[src/rtl/shift_unit.sv]
// Multi-cycle variable shifter: SLL/SRL/SRA/ROTR of a WIDTH-bit operand,
// advancing STEP bit positions per clock under a start/busy/done handshake.
module shift_unit #(
  parameter int WIDTH = 32,
  parameter int STEP  = 1,
  localparam int SHAMT_W = $clog2(WIDTH)
) (
  input  logic               clk,
  input  logic               rst_n,
  input  logic               start,
  input  logic [1:0]         op,
  input  logic [WIDTH-1:0]   in,
  input  logic [SHAMT_W-1:0] shamt,
  output logic               busy,
  output logic               done,
  output logic [WIDTH-1:0]   out
);

  localparam logic [1:0] OP_SLL  = 2'b00;
  localparam logic [1:0] OP_SRL  = 2'b01;
  localparam logic [1:0] OP_SRA  = 2'b10;
  localparam logic [1:0] OP_ROTR = 2'b11;

  localparam logic [SHAMT_W:0] STEP_EXT = (SHAMT_W+1)'(STEP);

  typedef enum logic [1:0] {
    IDLE  = 2'd0,
    SHIFT = 2'd1,
    DONE  = 2'd2
  } state_t;

  state_t             state_reg, state_next;
  logic [WIDTH-1:0]   data_reg,  data_next;
  logic [SHAMT_W-1:0] rem_reg,   rem_next;
  logic [1:0]         op_reg,    op_next;
  logic               sign_reg,  sign_next;
  logic [WIDTH-1:0]   out_reg,   out_next;

  logic [SHAMT_W-1:0] k;
  logic [WIDTH-1:0]   shifted;
  logic [WIDTH-1:0]   cand [STEP+1];

  // The final step may be partial, so the per-cycle amount is min(STEP, rem).
  always_comb begin
    if ({1'b0, rem_reg} < STEP_EXT) begin
      k = rem_reg;
    end else begin
      k = STEP_EXT[SHAMT_W-1:0];
    end
  end

  // One candidate result per possible amount 0..STEP; k selects among them.
  generate
    for (genvar gi = 0; gi <= STEP; gi++) begin : g_cand
      logic [2*WIDTH-1:0] sra_wide;
      logic [2*WIDTH-1:0] rot_wide;
      assign sra_wide = {{WIDTH{sign_reg}}, data_reg} >> gi;
      assign rot_wide = {data_reg, data_reg} >> gi;
      always_comb begin
        unique case (op_reg)
          OP_SLL:  cand[gi] = data_reg << gi;
          OP_SRL:  cand[gi] = data_reg >> gi;
          OP_SRA:  cand[gi] = sra_wide[WIDTH-1:0];
          OP_ROTR: cand[gi] = rot_wide[WIDTH-1:0];
          default: cand[gi] = data_reg;
        endcase
      end
    end
  endgenerate

  always_comb begin
    shifted = data_reg;
    for (int i = 0; i <= STEP; i++) begin
      if (int'(k) == i) begin
        shifted = cand[i];
      end
    end
  end

  always_comb begin
    state_next = state_reg;
    data_next  = data_reg;
    rem_next   = rem_reg;
    op_next    = op_reg;
    sign_next  = sign_reg;
    out_next   = out_reg;
    unique case (state_reg)
      IDLE, DONE: begin
        if (start) begin
          data_next = in;
          rem_next  = shamt;
          op_next   = op;
          sign_next = in[WIDTH-1];
          if (shamt == '0) begin
            out_next   = in;
            state_next = DONE;
          end else begin
            state_next = SHIFT;
          end
        end else begin
          state_next = IDLE;
        end
      end
      SHIFT: begin
        data_next = shifted;
        rem_next  = rem_reg - k;
        if (rem_reg == k) begin
          out_next   = shifted;
          state_next = DONE;
        end
      end
      default: state_next = IDLE;
    endcase
  end

  always_ff @(posedge clk or negedge rst_n) begin
    if (!rst_n) begin
      state_reg <= IDLE;
      data_reg  <= '0;
      rem_reg   <= '0;
      op_reg    <= '0;
      sign_reg  <= 1'b0;
      out_reg   <= '0;
    end else begin
      state_reg <= state_next;
      data_reg  <= data_next;
      rem_reg   <= rem_next;
      op_reg    <= op_next;
      sign_reg  <= sign_next;
      out_reg   <= out_next;
    end
  end

  assign busy = (state_reg == SHIFT);
  assign done = (state_reg == DONE);
  assign out  = out_reg;

endmodule
[config.mk]
export PLATFORM = sky130hd
export DESIGN_NAME = shift_unit
export DESIGN_NICKNAME = d
export VERILOG_FILES = /design/src/rtl/shift_unit.sv
export SDC_FILE = /design/constraint.sdc
export NUM_CORES = 1
export LEC_CHECK = 0
export BUFFER_PORTS_ARGS = -buffer_cell sky130_fd_sc_hd__buf_2
export CAP_MARGIN = 0
export CELL_PAD_IN_SITES_DETAIL_PLACEMENT = 0
export CELL_PAD_IN_SITES_GLOBAL_PLACEMENT = 1
export CORE_MARGIN = 2
export CORE_UTILIZATION = 30
export CTS_BUF_LIST = sky130_fd_sc_hd__clkbuf_4 sky130_fd_sc_hd__clkbuf_8
export DETAILED_ROUTE_END_ITERATION = 7
export HOLD_SLACK_MARGIN = 0.12
export PLACE_DENSITY_LB_ADDON = 0.1
export SETUP_SLACK_MARGIN = 0.3
export SLEW_MARGIN = 0
export SYNTH_ARGS = -nofsm -noshare
export SYNTH_HDL_FRONTEND = slang
export SYNTH_SLANG_ARGS = --single-unit
[constraint.sdc]
create_clock -name clk -period 2.15 [get_ports clk]
set_clock_uncertainty 0.2 [all_clocks]
set_input_delay 0.3225 -clock clk [delete_from_list [all_inputs] [get_ports clk]]
set_output_delay 0.3225 -clock clk [all_outputs]
set_load 0.1 [all_outputs]
# Word-level counts from Yosys, hierarchy flattened
# Cells that the tools add are included.
[op_classes] n_mux=17 order_cmp=1 n_addsub=1 n_eq_ne=10 reduce_logical=10
[ops] cell="$mux W32" count=7
[ops] cell="$pmux W32 S2" count=2
[ops] cell="$pmux W32 S4" count=1
[ops] cell="$logic_not A5 Y1" count=2
[ops] cell="$mux W5" count=2
[ops] cell="$pmux W5 S2" count=1
[ops] cell="$eq A2 B2 Y1 const B" count=3
[ops] cell="$mux W2" count=3
[ops] cell="$eq A5 B2 Y1 const B" count=1
[ops] cell="$eq A5 B5 Y1" count=1
[ops] cell="$lt A5 B1 Y1 const B" count=1
[ops] cell="$sub A5 B5 Y5" count=1
[ops] cell="$eq A2 B1 Y1 const B" count=2
[ops] cell="$logic_not A2 Y1" count=2
[ops] cell="$ne A2 B2 Y1 const B" count=2
[ops] cell="$pmux W2 S2" count=1
[ops] cell="$reduce_and A2 Y1" count=2
[ops] cell="$reduce_and A4 Y1" count=1
[ops] cell="$reduce_or A4 Y1" count=1
[ops] cell="$ne A2 B1 Y1 const B" count=1
[ops] cell="$reduce_bool A2 Y1" count=1
[ops] cell="$reduce_or A2 Y1" count=1
[word_totals] word_cells=45 ff_bits=74 inputBits=42 output_inout_bits=34

# Depth between registers and ports, before layout
[depth] depth_word=7 depth_mapped=6 mapped_depth_nobuf=5

# Worst setup path after synthesis
# No wires, ideal clock.
[synth_path] path_type="register -> register" startpoint="reg state_reg[1]" endpoint="reg data_reg[12]" setup_slack_ps=-110 stages_incl_launch_ff=5 setup_ps=183 arrival_ps=1877 path_buffers=1 path_cell_list="dfrtp_1 nand2b_1 clkinv_1 clkbuf_1 o21ai_0"
[synth_via] elab_cells_between_ends=8 cone_classes="eq/ne: 3; mux: 1; reduce/logical: 4"
[synth_rtl] item="start, declared" line="32" rtl="state_t state_reg, state_next;"
[synth_rtl] item="start signal, assigned" line="125" rtl="state_reg <= state_next;"
[synth_rtl] item="$eq A2 B1 Y1 *"
[synth_rtl] item="named net busy" line="14" rtl="output logic busy,"
[synth_rtl] item="$reduce_bool A2 Y1 (no line)"
[synth_rtl] item="$reduce_and A2 Y1 (no line)"
[synth_rtl] item="end signal, assigned" line="126" rtl="data_reg <= data_next;"
[synth_rtl] item="end, declared" line="33" rtl="logic [WIDTH-1:0] data_reg, data_next;"
# Mark *: on every way through the listed nets, which the timed path passes. The rest lies on a longest branch.
# A chain may end at the register's enable or synchronous reset.

# Worst setup path after layout
[layout_path] startpoint="reg rem_reg[4]" endpoint="reg out_reg[1] (netlist: out[1])"
[layout_via] elab_chain_cells=7 elab_cells_between_ends=11 cone_classes="order compare: 1; eq/ne: 3; mux: 5; reduce/logical: 2"
[layout_lines] item="start, declared" line="34" rtl="logic [SHAMT_W-1:0] rem_reg, rem_next;"
[layout_lines] item="start signal, assigned" line="127" rtl="rem_reg <= rem_next;"
[layout_lines] item="$lt A5 B1 Y1" line="45" rtl="if ({1'b0, rem_reg} < STEP_EXT) begin"
[layout_lines] item="$mux W5" line="45"
[layout_lines] item="$logic_not A5 Y1" line="74" rtl="if (int'(k) == i) begin"
[layout_lines] item="$mux W32 (2 in series)" line="74"
[layout_lines] item="$mux W32" line="107" rtl="if (rem_reg == k) begin"
[layout_lines] item="$pmux W32 S2" line="87" rtl="unique case (state_reg)"
[layout_lines] item="end signal, assigned" line="130" rtl="out_reg <= out_next;"
[layout_lines] item="end, declared" line="37" rtl="logic [WIDTH-1:0] out_reg, out_next;"
# Several ways; a longest one is shown, not always the timed one. The select of a mux whose other input is x is not followed.

==> flow_summary_export.csv <==
group,metric,value,unit
final_layout,seq_area,1850,um^2
sta,fmax,0.523,GHz
placement,portBuffers,75,
routing,wirelength,14500,um
logic_synthesis,yosysUniqueCellTypes,36,
routing,drcViolationCount,0,
sta,fin_crit,1.91,ns
logic_synthesis,synth_cells,435,
clock_network,insertion_delay,0.37,ns
die,dieArea,14300,um^2
global_route,grt_pass1_wl,22200,um
final_layout,nets,614,
placement,place_congestion,0.738,
logic_synthesis,syn-cell-area,4020,um^2
global_route,grt_usage,19.8,%
global_route,grt_max_degree,45,
logic_synthesis,yosys_warnings,0,
clock_network,cts_buffer_depth,2,
sta,slew_viol_final,0,
logic_synthesis,syn-num-nets,477,
sta,relSlewSlack,61.7,%
logic_synthesis,synthArstFlopShare,100,%
final_layout,drive_above_1_share,35.8,%
routing,via_count,4086,
logic_synthesis,yosysSeqAreaShare,46.1,%
die,core,13200,um^2
logic_synthesis,ys_ff_latch,74,
sta,setup_tns,0,ns
global_route,grt-ovfl-total,0,
min_path,hold_path.class,"in2reg",
die,die_h,120,um
logic_synthesis,synth_ff_type,"dfrtp_1",
setup_path,crit_arrival,1.97,ns
clock_network,cts-root-buf,"clkbuf_8",
min_path,min_path_cells,4,
setup_path,worstSetupPathType,"reg2reg",
setup_path,max_stage_delay,0.46,ns
setup_path,worstPathCellList,"buf_4, or3_4, clkbuf_16, nor3_1, a311o_1, a31oi_1",
clock_network,clock-sinks,74,
setup_path,r2r_end,"out[1]$_DFFE_PN0P_",
global_route,grt_pass1_vias,3922,
setup_path,worst-r2r-cell-count,6,
clock_network,clk_pin_slew,0.08,ns
flow_run,cap_violations,0,
sta,tightest_slew,0.575,ns
setup_path,end_kind,"flip-flop",
final_layout,multi_input_area,2300,um^2
final_layout,final_util,46.6,%
routing,avgViaCountPerCell,5.44,
setup_path,crit_required,2.21,ns
global_route,antenna_found_initial,0,
status,status,"finished clean",
setup_path,regToRegSetupSlack,0.24,ns
die,rows,42,
placement,place_area,4810,um^2
sta,finalCritPeriodShare,88.9,%
clock_network,cts.htree.levels,3,
clock_network,cts_inserted_buffers,9,
setup_path,cp_max_fo,5,
routing,dr.pass1.iters,4,
logic_synthesis,synth_enable_flop_cells,0,
sta,hold_viol,0,
setup_path,slowest_stage,"or3_4",
final_layout,fill_cells,1295,
final_layout,final_area,6140,um^2
placement,place_hpwl,8540,um
logic_synthesis,syn_area_per_cell,9.24,um^2
min_path,whs_endpoint,"state_reg[0]$_DFFE_PN0P_",
routing,drtIter0Drc,259,
final_layout,area_delta_synth_final,52.8,%
clock_network,cts_tree,"done",
min_path,worstHoldStart,"shamt[4]",
die,initial_core_util,30.5,%
routing,wl_per_cell,19.3,um
die,die_w,120,um
sta,grt_setup_unrepaired,"yes",
die,ios,76,
final_layout,mostFrequentLayoutCells,"dfrtp_1 (72), buf_2 (72), nand2_1 (56), dlygate4sd3_1 (40), o21ai_0 (35)",
routing,ant_nets,0,
final_layout,antenna_cells,0,
setup_path,start_kind,"flip-flop",
sta,report.final.setup_viol,0,
setup_path,r2r-start,"rem_reg[4]$_DFFE_PN0P_",
## cell families after synthesis
family	synth area share, %
compound gates	27.8
buf+inv	5.98
flops	46.1
mux	5.26
simple gates	14.9
## worst max-delay path by stage
| stage | to | cells past startpoint | from | slack (ns) |
|---|---|---|---|---|
| after floorplan | out[22]$_DFFE_PN0P_ | 5 | shamt[1] | 0.27 |
| after global placement | out[0]$_DFFE_PN0P_ | 6 | shamt[1] | 0.07 |
| after detailed placement | out[19]$_DFFE_PN0P_ | 7 | shamt[1] | 0.06 |
| after CTS | out[0]$_DFFE_PN0P_ | 7 | rem_reg[4]$_DFFE_PN0P_ | 0.23 |
| after global routing | out[0]$_DFFE_PN0P_ | 8 | rem_reg[3]$_DFFE_PN0P_ | 0.17 |
| final | out[1]$_DFFE_PN0P_ | 6 | rem_reg[4]$_DFFE_PN0P_ | 0.24 |
## metrics by stage
step | cells | setup slack, ns | hold WS (ns)
after floorplan | 435 | 0.271 | -0.173
after global placement | 671 | 0.0672 | 0.168
after detailed placement | 671 | 0.0627 | 0.156
after CTS | 734 | 0.225 | 0.129
after global routing | 751 | 0.171 | 0.203
final | 751 | 0.239 | 0.137
## cell usage after synthesis, types with 2 or more instances
cell type | n | area (um^2)
dfrtp_1 | 74 | 1850
a21oi_1 | 3 | 15.0
nor2_1 | 15 | 56.3
buf_1 | 2 | 7.51
nand2_1 | 56 | 210
a221o_1 | 13 | 130
clkbuf_1 | 29 | 109
inv_1 | 12 | 45.0
o21ai_1 | 2 | 10.0
or2_2 | 2 | 12.5
a311oi_1 | 12 | 105
a221oi_1 | 22 | 193
a31oi_1 | 21 | 131
o22ai_1 | 2 | 12.5
a311o_1 | 19 | 190
nor3_1 | 42 | 210
o21ai_0 | 43 | 215
nand2b_1 | 3 | 18.8
o21a_1 | 11 | 82.6
buf_2 | 15 | 75.1
mux2i_1 | 20 | 200
nor2b_1 | 3 | 18.8
## cell type report
class                   instances  area share, %
inverters                      13          0.917
flip-flops and latches         74           30.2
well taps                     176           3.59
repair buffers                171           25.1
clock buffers                  14           2.73
multi-input cells             303           37.5
## worst max-delay path, delay by kind of cell, from the launching register on
family / cells / cell delay [ns]
buf+inv: 2 / 0.35
simple gates: 2 / 0.58
flops: 1 / 0.38
compound gates: 2 / 0.28
## what timing repair did
action | 4_1_cts | 5_1_grt
setup buffers | 7 | 11
endpoints found under the hold margin | 107 | 0
pin swaps | 13 | 26
hold buffers | 40 | 0
endpoints found under the setup margin | 50 | 69
gates cloned | 2 | 6
gates resized for setup | 32 | 77
## routing by layer
metal / GRT usage (%) / up-vias / share of wire [%] / routed length [um]
met2: 29.4 / 110 / 44 / 6320
met3: 2.57 / 15 / 4.4 / 636
met1: 29.7 / 2025 / 51 / 7350
met4: 6.84 / 0 / 1.5 / 212
met5: 0 / - / 0 / 0
li1: - / 1936 / - / -
Power is not shown: default switching activity piles up to over one toggle a cycle in this logic, so the estimate is an artifact.
